File: src/rtl/wb_rr_arbiter.sv
// Round-robin arbiter sharing one single-beat Wishbone slave bus among NUM_MASTERS masters.
// Latency: request sampled in IDLE cycle n owns the bus (m_cyc=1) in cycle n+1; one dead IDLE cycle between transfers.
// Backpressure: masters are held off by withholding s_ack; the slave stalls a transfer by delaying m_ack.
// Optional feature macro: WB_ARB_TIMEOUT_EN (hung-slave watchdog raising s_err after TIMEOUT_CYCLES).
module wb_rr_arbiter #(
  parameter int NUM_MASTERS    = 4,
  parameter int TIMEOUT_CYCLES = 255
) (
  input  logic                      sys_clk,
  input  logic                      resetcpu,
  input  logic [NUM_MASTERS-1:0]    s_cyc,
  input  logic [NUM_MASTERS-1:0]    s_stb,
  input  logic [NUM_MASTERS-1:0]    s_we,
  input  logic [4*NUM_MASTERS-1:0]  s_sel,
  input  logic [32*NUM_MASTERS-1:0] s_adr,
  input  logic [32*NUM_MASTERS-1:0] s_dat_o,
  output logic [31:0]               s_dat_i,
  output logic [NUM_MASTERS-1:0]    s_ack,
  output logic [NUM_MASTERS-1:0]    s_err,
  output logic                      m_cyc,
  output logic                      m_stb,
  output logic                      m_we,
  output logic [3:0]                m_sel,
  output logic [31:0]               m_adr,
  output logic [31:0]               m_dat_o,
  input  logic [31:0]               m_dat_i,
  input  logic                      m_ack,
  output logic [NUM_MASTERS-1:0]    grant
);

  localparam int IW = $clog2(NUM_MASTERS);

  // Misconfigured instances are rejected at elaboration rather than misbehaving silently.
  if (NUM_MASTERS < 2 || NUM_MASTERS > 8 || TIMEOUT_CYCLES < 2) begin : g_bad_params
    $error("wb_rr_arbiter: NUM_MASTERS must be 2..8 and TIMEOUT_CYCLES >= 2");
  end

  typedef enum logic {
    IDLE = 1'b0,
    BUSY = 1'b1
  } state_e;

  state_e                 state_q, state_d;
  logic [NUM_MASTERS-1:0] grant_q, grant_d;
  logic [IW-1:0]          last_q,  last_d;

  logic [NUM_MASTERS-1:0] pick_oh;
  logic                   pick_vld;
  logic [IW-1:0]          pick_idx;
  logic [IW-1:0]          gidx;
  logic                   owner_cyc;
  logic                   tmo_fire;

  // Round-robin pick: first requester scanning last+1, last+2, ... modulo NUM_MASTERS.
  always_comb begin
    pick_oh  = '0;
    pick_vld = 1'b0;
    pick_idx = '0;
    for (int k = 1; k <= NUM_MASTERS; k++) begin
      pick_idx = IW'((int'(last_q) + k) % NUM_MASTERS);
      if (!pick_vld && s_cyc[pick_idx]) begin
        pick_vld          = 1'b1;
        pick_oh[pick_idx] = 1'b1;
      end
    end
  end

  // Encode the one-hot grant back to an index for the last-owner pointer.
  always_comb begin
    gidx = '0;
    for (int i = 0; i < NUM_MASTERS; i++) begin
      if (grant_q[i]) gidx = IW'(i);
    end
  end

  assign owner_cyc = |(grant_q & s_cyc);

`ifdef WB_ARB_TIMEOUT_EN
  localparam int TW = ($clog2(TIMEOUT_CYCLES + 1) > 8) ? $clog2(TIMEOUT_CYCLES + 1) : 8;

  logic [TW-1:0] tmo_cnt_q, tmo_cnt_d;

  // Watchdog counts BUSY cycles without an ack; IDLE clears it.
  always_comb begin
    tmo_cnt_d = '0;
    if (state_q == BUSY && !m_ack) tmo_cnt_d = tmo_cnt_q + 1'b1;
  end

  // Watchdog counter register.
  always_ff @(posedge sys_clk or posedge resetcpu) begin
    if (resetcpu) tmo_cnt_q <= '0;
    else          tmo_cnt_q <= tmo_cnt_d;
  end

  // A late ack in the firing cycle wins over the error.
  assign tmo_fire = (state_q == BUSY) && !m_ack && (tmo_cnt_q == TW'(TIMEOUT_CYCLES - 1));
  assign s_err    = grant_q & {NUM_MASTERS{tmo_fire}};
`else
  assign tmo_fire = 1'b0;
  assign s_err    = '0;
`endif

  // Next state: grant on any request in IDLE; release on ack, abort or watchdog.
  always_comb begin
    state_d = state_q;
    grant_d = grant_q;
    last_d  = last_q;
    case (state_q)
      IDLE: begin
        if (pick_vld) begin
          state_d = BUSY;
          grant_d = pick_oh;
        end
      end
      BUSY: begin
        if (m_ack || !owner_cyc || tmo_fire) begin
          state_d = IDLE;
          grant_d = '0;
          last_d  = gidx;
        end
      end
      default: begin
        state_d = IDLE;
        grant_d = '0;
      end
    endcase
  end

  // State, grant and rotation pointer registers.
  always_ff @(posedge sys_clk or posedge resetcpu) begin
    if (resetcpu) begin
      state_q <= IDLE;
      grant_q <= '0;
      last_q  <= IW'(NUM_MASTERS - 1);
    end else begin
      state_q <= state_d;
      grant_q <= grant_d;
      last_q  <= last_d;
    end
  end

  // AND-OR bus mux selected by the registered grant; all zero when nobody owns the bus.
  always_comb begin
    m_we    = 1'b0;
    m_sel   = '0;
    m_adr   = '0;
    m_dat_o = '0;
    for (int i = 0; i < NUM_MASTERS; i++) begin
      m_we    = m_we    | (grant_q[i] & s_we[i]);
      m_sel   = m_sel   | ({4{grant_q[i]}}  & s_sel[i*4 +: 4]);
      m_adr   = m_adr   | ({32{grant_q[i]}} & s_adr[i*32 +: 32]);
      m_dat_o = m_dat_o | ({32{grant_q[i]}} & s_dat_o[i*32 +: 32]);
    end
  end

  assign m_cyc   = owner_cyc;
  assign m_stb   = |(grant_q & s_stb);
  assign s_ack   = grant_q & {NUM_MASTERS{m_ack}};
  assign s_dat_i = m_dat_i;
  assign grant   = grant_q;

endmodule
File: config.mk
export PLATFORM = sky130hd
export DESIGN_NAME = wb_rr_arbiter
export DESIGN_NICKNAME = d
export VERILOG_FILES = /design/src/rtl/wb_rr_arbiter.sv
export SDC_FILE = /design/constraint.sdc
export NUM_CORES = 1
export LEC_CHECK = 0
export ABC_AREA = 0
export BUFFER_PORTS_ARGS = -buffer_cell sky130_fd_sc_hd__buf_4
export CAP_MARGIN = 0
export CORE_AREA = 3 3 165 167
export DETAILED_ROUTE_END_ITERATION = 8
export DIE_AREA = 0 0 168 170
export GPL_ROUTABILITY_DRIVEN = 0
export GPL_TIMING_DRIVEN = 0
export SLEW_MARGIN = 10
export SYNTH_ARGS = -nofsm -noshare
export SYNTH_HDL_FRONTEND = slang
export SYNTH_SLANG_ARGS = --single-unit
File: constraint.sdc
create_clock -name sys_clk -period 3.19 [get_ports sys_clk]
set_clock_uncertainty 0.2 [all_clocks]
set_input_delay 0.4785 -clock sys_clk [delete_from_list [all_inputs] [get_ports sys_clk]]
set_output_delay 0.4785 -clock sys_clk [all_outputs]
set_load 0.01 [all_outputs]
==> metrics.md <==
| Metric | Value |
|---|---|
| Hold violation count in the final report | `0` |
| Hold Buf Count CTS | `0` |
| Placed insts | `1094` |
| Clock sinks | `7` |
| Final worst setup slack | `0.177 ns` |
| Area of the multi-input gates | `1820 µm²` |
| Synth-to-Final Area Change | `144%` |
| Die area | `28600 µm²` |
| RSZ-0062 raised after global routing | `no` |
| Largest net degree at the start of global routing | `11` |
| CP Buf/Inv Count | `3` |
| Post-synthesis mux area share | `3.42%` |
| Synth Area in Compound Gates | `51.8%` |
| Critical Path AT | `2.33 ns` |
| Post-CTS sizing | `3` |
| Period minus WS final | `3.01 ns` |
| GRT Total Usage | `12.7%` |
| # setup viols final | `0` |
| DRT antenna net count | `0` |
| Worst setup SP type | `flip-flop` |
| CP top delay family | `buffers and inverters` |
| Post-Syn Area | `2410 µm²` |
| Crit Path Category | `reg2out` |
| Critical Path Fanout Max | `10` |
| Die H | `170 µm` |
| Filler Cell Count | `2923` |
| Reg-to-reg slack, setup | `0.45 ns` |
| CTS Root Cell | `clkbuf_16` |
| Hpwl dp | `17.3 mm` |
| EDFF count, synth | `0` |
| Synthesized area per cell | `6.68 µm²` |
| Share of cells above drive strength 1 | `58.5%` |
| Most Frequent Cell on Critical Path | `clkbuf_1` |
| Hold Path Class | `in2async` |
| XOR/XNOR share of the synthesized area | `0%` |
| Cell area power density | `603 nW/µm²` |
| WP data required | `2.51 ns` |
| Worst skew pair latency | `0.23 ns` |
| Synth Instances | `361` |
| LEAKAGE | `0.00306 µW` |
| Starting Density | `9.31%` |
| Post-layout power | `3550 µW` |
| Core Area | `25900 µm²` |
| Nets@finish | `1091` |
| # Post-CTS Setup Buffers | `0` |
| FF+latch area | `178 µm²` |
| Critical Path, Cell by Cell | `clkbuf_1 -> clkbuf_1 -> a22oi_1 -> nand2_1 -> buf_4` |
| Max Fclk | `332 MHz` |
| Period utilization | `94.4%` |
| Max_cap viols | `0` |
| CTS tree | `built` |
| Initial antenna violation count | `2` |
| WL/cell | `18.7 µm` |
| Main flop type after synthesis | `dfrtp_1` |
| FFs w/ async S/R, synth | `100%` |
| Number of synthesized register bits | `7` |
| Non-Filler Instances | `1099` |
| Largest family of logic cells by synthesized area | `compound AO/OA/AOI/OAI gates` |
| GRT overflow | `0` |
| Yosys cell types | `27` |
| Routed vias | `4546` |
| VDD IR-drop max | `0.350 mV` |
| Fin. max-slew vios | `0` |
| Max Buffers Root-to-Sink | `2` |
| I/O pins | `434` |
| Pre-CTS setup slack | `-0.0467 ns` |
| Most frequent cells in the layout | `buf_4 (431), a22oi_1 (142), nand2_1 (72), clkbuf_1 (19), o21ai_0 (12)` |
| Iter 0 DRT Violations | `299` |
| Vias/cell | `4.14` |
| Worst path max stage delay | `0.70 ns` |
| Yosys warns | `0` |
| Simple-Gate Fraction of Synth Area | `15.5%` |
| Drt first pass iters | `5` |
| Die X | `168 µm` |
| Status | `finished, final reports clean` |
| Commonest non-fill, non-tap cell in the layout | `buf_4` |
| Port bufs | `395` |
| Max-Slew Margin vs Limit | `32.1%` |
| Tightest Pin Transition | `1.02 ns` |
| Clock slew at reported path FFs | `0.04 ns` |
| Synth Area in Adders | `4.15%` |
| Sequential-to-total area share from yosys stat | `7.37%` |
| Vias in the first global route | `4545` |
| CTS buffer count | `3` |
| Routed WL | `20.5 mm` |
| First-pass GRT wire length | `28.2 mm` |
| Crit-path slowest cell | `clkbuf_1` |
| Residual DRC | `0` |
| CTS H-Tree Depth | `1` |
| Site row count | `59` |
| Worst setup EP type | `primary output` |
==> state kept, by name, indices dropped and copies added (netlist names) <==
| signal | flops |
|---|---|
| state_q | 1 |
| last_q | 2 |
| grant | 4 |
==> cell usage after synthesis (all sizes together) (2+ instances only) <==
cell	n	area, µm²
and4	2	17.5
and2	4	25.0
o21ai	12	60.1
dfrtp	5	125
inv	4	15.0
clkbuf	21	78.8
o211ai	4	30.0
ha	8	100
a21oi	2	10.0
mux2i	6	60.1
mux2	2	22.5
a31oi	4	25.0
a221o	4	40.0
nand2	72	270
a22oi	142	1070
buf	51	333
nor2	8	30.0
nor3	2	10.0
dfstp	2	52.6
==> metal layers <==
metal  part of all wire (%)  track usage (%)
met1                     41             16.5
met2                     51             22.5
met3                    8.1             2.62
met4                   0.50             1.10
met5                      0                0
==> kinds of logic (layout without fill, tap and decap cells) <==
kind of cell | count (synthesis) | after routing
compound gates | 170 | 170
simple gates | 91 | 91
buf+inv | 76 | 475
fa+ha+maj | 8 | 8
mux | 8 | 8
flops | 7 | 7
other cells | 1 | 5
==> power by group <==
group | switching [µW] | internal [µW]
registers | 40.4 | 137
logic | 1720 | 1450
clock network | 45.9 | 166
==> stage by stage <==
step           area [µm²]  hold slack [ns]  TNS [ns]  utilization, %
6_report             5890          0.00653         0            22.7
5_1_grt              5890           0.0219         0            22.7
4_1_cts              5890           0.0137         0            22.7
3_5_place_dp         5810            0.253    -0.201            22.4
3_3_place_gp         5810            0.251   -0.0494            22.4
2_1_floorplan        2420           0.0804         0               -
==> area by class of cell <==
type                       count  share of cell area (%)
antenna                        1                  0.0425
buffer                        72                    7.05
clock buffer                   4                    1.34
inverter                       4                   0.255
multi-input combinational    281                    30.9
sequential                     7                    3.01
tap                          335                    7.11
timing repair buffer         395                    50.3
==> path summary, 6_finish.rpt <==
| check | startpoint | to | depth (start not counted) |
|---|---|---|---|
| worst max-delay path | grant[2] | m_dat_o[8] | 5 |
| worst min-delay path | resetcpu | grant[0] | 2 |
| worst max register to register | last_q[0] | grant[0] | 9 |
| worst min register to register | state_q | state_q | 2 |
| max in group asynchronous | resetcpu | last_q[0] | 2 |
| min in group sys_clk | state_q | state_q | 2 |
Power figures use the tool's default switching activity.
